## config.mk

```make
export PLATFORM = sky130hd
export DESIGN_NAME = fetch_stage
export DESIGN_NICKNAME = d
export VERILOG_FILES = /design/src/rtl/fetch_stage.sv
export SDC_FILE = /design/constraint.sdc
export NUM_CORES = 1
export LEC_CHECK = 0
export CORE_MARGIN = 2
export CORE_UTILIZATION = 40
export DETAILED_ROUTE_END_ITERATION = 10
export HOLD_SLACK_MARGIN = 0.02
export PLACE_DENSITY = 0.77
export SLEW_MARGIN = 20
export SYNTH_ARGS = -nofsm -noshare
export SYNTH_HDL_FRONTEND = slang
export SYNTH_SLANG_ARGS = --single-unit
```

## constraint.sdc

```tcl
create_clock -name clk -period 2.12 [get_ports clk]
set_input_delay 0.636 -clock clk [delete_from_list [all_inputs] [get_ports clk]]
set_output_delay 0.636 -clock clk [all_outputs]
set_load 0.02 [all_outputs]
```

## src/rtl/fetch_stage.sv

```systemverilog
// fetch_stage: program counter, instruction fetch and IF/ID pipeline register with stall, redirect and halt
module fetch_stage #(
  parameter int PC_WIDTH = 32,
  parameter logic [PC_WIDTH-1:0] RESET_PC = '0,
  parameter int IMEM_DEPTH = 256,
  parameter logic [31:0] NOP_INSTR = 32'h00000013
) (
  input  logic                clk,
  input  logic                reset,
  input  logic                stall,
  input  logic                redirect_valid,
  input  logic [PC_WIDTH-1:0] redirect_pc,
  output logic [PC_WIDTH-1:0] imem_addr,
  input  logic [31:0]         imem_instr,
  output logic                ifid_valid,
  output logic [PC_WIDTH-1:0] ifid_pc,
  output logic [PC_WIDTH-1:0] ifid_pc_plus1,
  output logic [31:0]         ifid_instr,
  output logic                fetch_fault,
  output logic [31:0]         fetch_count
);
  typedef enum logic {RUN, HALT} state_e;
  localparam logic [PC_WIDTH-1:0] LIMIT = PC_WIDTH'(IMEM_DEPTH);
  state_e state_q, state_d;
  logic [PC_WIDTH-1:0] pc_q, pc_d, ifid_pc_q, ifid_pc_d, ifid_pc_plus1_q, ifid_pc_plus1_d;
  logic [31:0] ifid_instr_q, ifid_instr_d, fetch_count_q, fetch_count_d;
  logic ifid_valid_q, ifid_valid_d, oob;
  assign oob = pc_q >= LIMIT;
  assign imem_addr = pc_q;
  assign ifid_valid = ifid_valid_q;
  assign ifid_pc = ifid_pc_q;
  assign ifid_pc_plus1 = ifid_pc_plus1_q;
  assign ifid_instr = ifid_instr_q;
  assign fetch_count = fetch_count_q;
  assign fetch_fault = state_q == HALT;
  // Next state: redirect beats the range check, which beats stall; HALT freezes everything
  always_comb begin
    state_d = state_q;
    pc_d = pc_q;
    ifid_valid_d = ifid_valid_q;
    ifid_pc_d = ifid_pc_q;
    ifid_pc_plus1_d = ifid_pc_plus1_q;
    ifid_instr_d = ifid_instr_q;
    fetch_count_d = fetch_count_q;
    if (state_q == RUN) begin
      if (redirect_valid || oob) begin
        state_d = redirect_valid ? RUN : HALT;
        pc_d = redirect_valid ? redirect_pc : pc_q;
        ifid_valid_d = 1'b0;
        ifid_pc_d = '0;
        ifid_pc_plus1_d = '0;
        ifid_instr_d = NOP_INSTR;
      end else if (!stall) begin
        pc_d = pc_q + 1'b1;
        ifid_valid_d = 1'b1;
        ifid_pc_d = pc_q;
        ifid_pc_plus1_d = pc_q + 1'b1;
        ifid_instr_d = imem_instr;
        fetch_count_d = fetch_count_q + 1'b1;
      end
    end
  end
  // Register all fetch state; reset overrides every input including HALT
  always_ff @(posedge clk) begin
    if (reset) begin
      state_q <= RUN;
      pc_q <= RESET_PC;
      ifid_valid_q <= 1'b0;
      ifid_pc_q <= '0;
      ifid_pc_plus1_q <= '0;
      ifid_instr_q <= NOP_INSTR;
      fetch_count_q <= '0;
    end else begin
      state_q <= state_d;
      pc_q <= pc_d;
      ifid_valid_q <= ifid_valid_d;
      ifid_pc_q <= ifid_pc_d;
      ifid_pc_plus1_q <= ifid_pc_plus1_d;
      ifid_instr_q <= ifid_instr_d;
      fetch_count_q <= fetch_count_d;
    end
  end
endmodule

```

==> metrics.yaml <==
cp_top_family: "buffers and inverters"
synth_most_common_cell: "dfxtp_1"
cp.depth: 1
final_antenna_net_count: 0
path_clk_slew_ps: 70
ios: 230
rr_worst_depth: 6
skew_ps: 7.10
seqPwrFrac: 0.443
pwr-share-comb: 0.105
fin_hold_ws_ps: 459
cts_hold_buf: 0
synth_flop_cell: "dfxtp_1"
chipHeight_um: 127
drc: 0
slew_viol_final: 0
firstDrtPassIters: 4
hold_violations: 0
antenna_found_initial: 0
core_mm2: 0.0146
cts_max_level: 4
switching_power_uw: 1770
netlist_area_mm2: 0.00606
drt-total-wl_um: 17500
seq_area_frac_synth: 0.535
synth_top_area_frac: 0.535
synth.distinct_cells: 58
num_rows: 44
cts_tree: "built"
root_buffer: "clkbuf_16"
first_iter_violations: 267
avgViaCountPerCell: 5.09
layout-drive-gt1-share: 0.164
syn_inst: 597
cp-start-kind: "register"
grt_max_degree: 57
fin_nets: 942
period_share: 0.977
required_ps: 1480
cts_buffers: 17
instances_no_fill: 1068
ir_drop_uv: 549
finalSetupViolCount: 0
cp_num_buf_inv: 1
antenna_cells: 0
fmax_mhz: 483
dieArea_mm2: 0.0161
status: "finished, final reports clean"
yosys_register_bits: 162
grt_pass1_vias: 5397
relSlewSlack: 0.625
worst_pin_slew_ps: 562
crit_slowest_cell: "clkdlybuf4s50_1"
synth.area.top_cells: "dfxtp_1, a22o_1, and2_1, xnor2_1, nand3_1"
areaGrowthSynthToFinish_pct: 59.9
clkSinkCount: 162
io_buffers: 229
synth_edf_count: 0
maxCapViolCount: 0
rsz0062_at_grt: "false"
yosysTopAreaCell: "dfxtp_1"
overflow: 0
dp_hpwl_um: 12700
num_vias: 5436
grt_first_pass_wirelength_um: 28100
crit_path_max_fanout: 3
p_leak_uw: 0.00415
synthTopCellsByCount: "dfxtp_1, and2_1, a22o_1, nor2_1, nand2_1"
place_inst: 1028
grt_usage: 0.216
p_per_area_mw_per_mm2: 736
cp_data_arrival_time_ps: 1440
syn_nets: 668
worstSetupPathType: "register to output pin"
period_needed_ps: 2070
hold_path.class: "register to register"
sw_frac_of_total: 0.248
internal-power_uw: 5360
worstHoldPathCells: 1
path_cells: "clkdlybuf4s50_1"
dieWidth_um: 127
wl_per_cell_um: 16.4
max_stage_delay_ps: 630
synthArstFlopShare: 0
p_clk_frac: 0.451
synth_area_per_cell_um2: 10.1
cts_buffer_depth: 2
worstSetupEndpointType: "output pin"
clk_latency_ps: 420
gp_congestion: 0.826
initial_core_util: 0.414
yosys_warnings: 0
## layout make-up
class,instances,area (um2)
inverter,13,48.8
multi-input combinational,383,2680
sequential,162,3250
clock inverter,15,194
timing repair buffer,294,2860
tap,184,230
fill,1113,4960
clock buffer,17,425
## power groups by stage
stage / clock [uW] / sequential, uW / combinational (uW)
2_1_floorplan: 0 / 3280 / 285
3_3_place_gp: 0 / 3230 / 736
3_5_place_dp: 0 / 3230 / 753
4_1_cts: 3260 / 3160 / 748
5_1_grt: 3400 / 3170 / 807
6_report: 3220 / 3160 / 751
## timing repair
| action | 4_1_cts | 5_1_grt |
|---|---|---|
| pin swaps | 3 | 7 |
| gates resized for setup | 44 | 34 |
| setup buffers | 2 | 5 |
| endpoints found under the setup margin | 128 | 156 |
| gates cloned | 1 | 0 |
## metrics by stage
| stage | total power [uW] | area, um2 | setup slack (ps) | utilization | setup TNS [ps] |
|---|---|---|---|---|---|
| floorplan | 3570 | 6070 | 6.85 | - | 0 |
| global placement | 3960 | 8910 | -527 | 0.608 | -58080 |
| CTS | 7170 | 9550 | -41.6 | 0.652 | -47.9 |
| global route | 7370 | 9680 | 2.94 | 0.661 | 0 |
| finish | 7130 | 9680 | 47.8 | 0.661 | 0 |
| detailed placement | 3990 | 8910 | -606 | 0.608 | -63940 |
## flip-flops by register name (all words and copies together), names as in the netlist
| register | count |
|---|---|
| ifid_instr | 32 |
| fetch_fault | 1 |
| ifid_valid | 1 |
| ifid_pc_plus1 | 32 |
| ifid_pc | 32 |
| imem_addr | 32 |
| fetch_count | 32 |
## layout by cell type (no fill, tap or decap), drive strengths merged, types with 3 or more instances in the layout
master	n
and4	5
a22o	44
nand3	36
or2	5
inv	18
xnor2	26
clkdlybuf4s50	168
a21oi	31
ha	3
and2	49
dlygate4sd2	36
clkinv	5
o22a	3
o21ai	3
nor3	10
nor2	46
bufinv	3
nand2b	6
a31oi	3
mux2	4
dlymetal6s2s	24
nand2	38
mux2i	4
nor2b	4
dfxtp	162
xor2	4
nand4	12
o32ai	3
nor4	22
clkbuf	17
buf	66
## routing by layer
metal | vias up | global-route usage | wire [um]
met5 | - | 0 | 0
li1 | 2650 | - | -
met2 | 194 | 0.380 | 8580
met1 | 2569 | 0.258 | 7510
met4 | 0 | 0.0666 | 262
met3 | 23 | 0.0595 | 1130
## path summary, 6_finish.rpt
check	from	end	slack, ps
setup / recovery	fetch_count[10]	fetch_count[10]	50
hold / removal	ifid_pc_plus1[26]	ifid_pc_plus1[26]	460
setup reg to reg	fetch_count[6]	fetch_count[26]	90
hold reg to reg	ifid_pc_plus1[26]	ifid_pc_plus1[26]	460
## kinds of logic (layout without fill, tap and decap cells)
| kind of cell | Yosys count | count (layout) | share of synthesized area |
|---|---|---|---|
| AO/OA/AOI/OAI | 102 | 102 | 0.125 |
| XOR/XNOR | 30 | 30 | 0.0434 |
| adder cells (fa/ha/maj) | 3 | 3 | 0.00620 |
| buffers and inverters | 53 | 339 | 0.0364 |
| flip-flops | 162 | 162 | 0.535 |
| multiplexers | 8 | 8 | 0.0147 |
| AND/OR/NAND/NOR | 239 | 240 | 0.239 |
(Power assumes the default switching activity.)
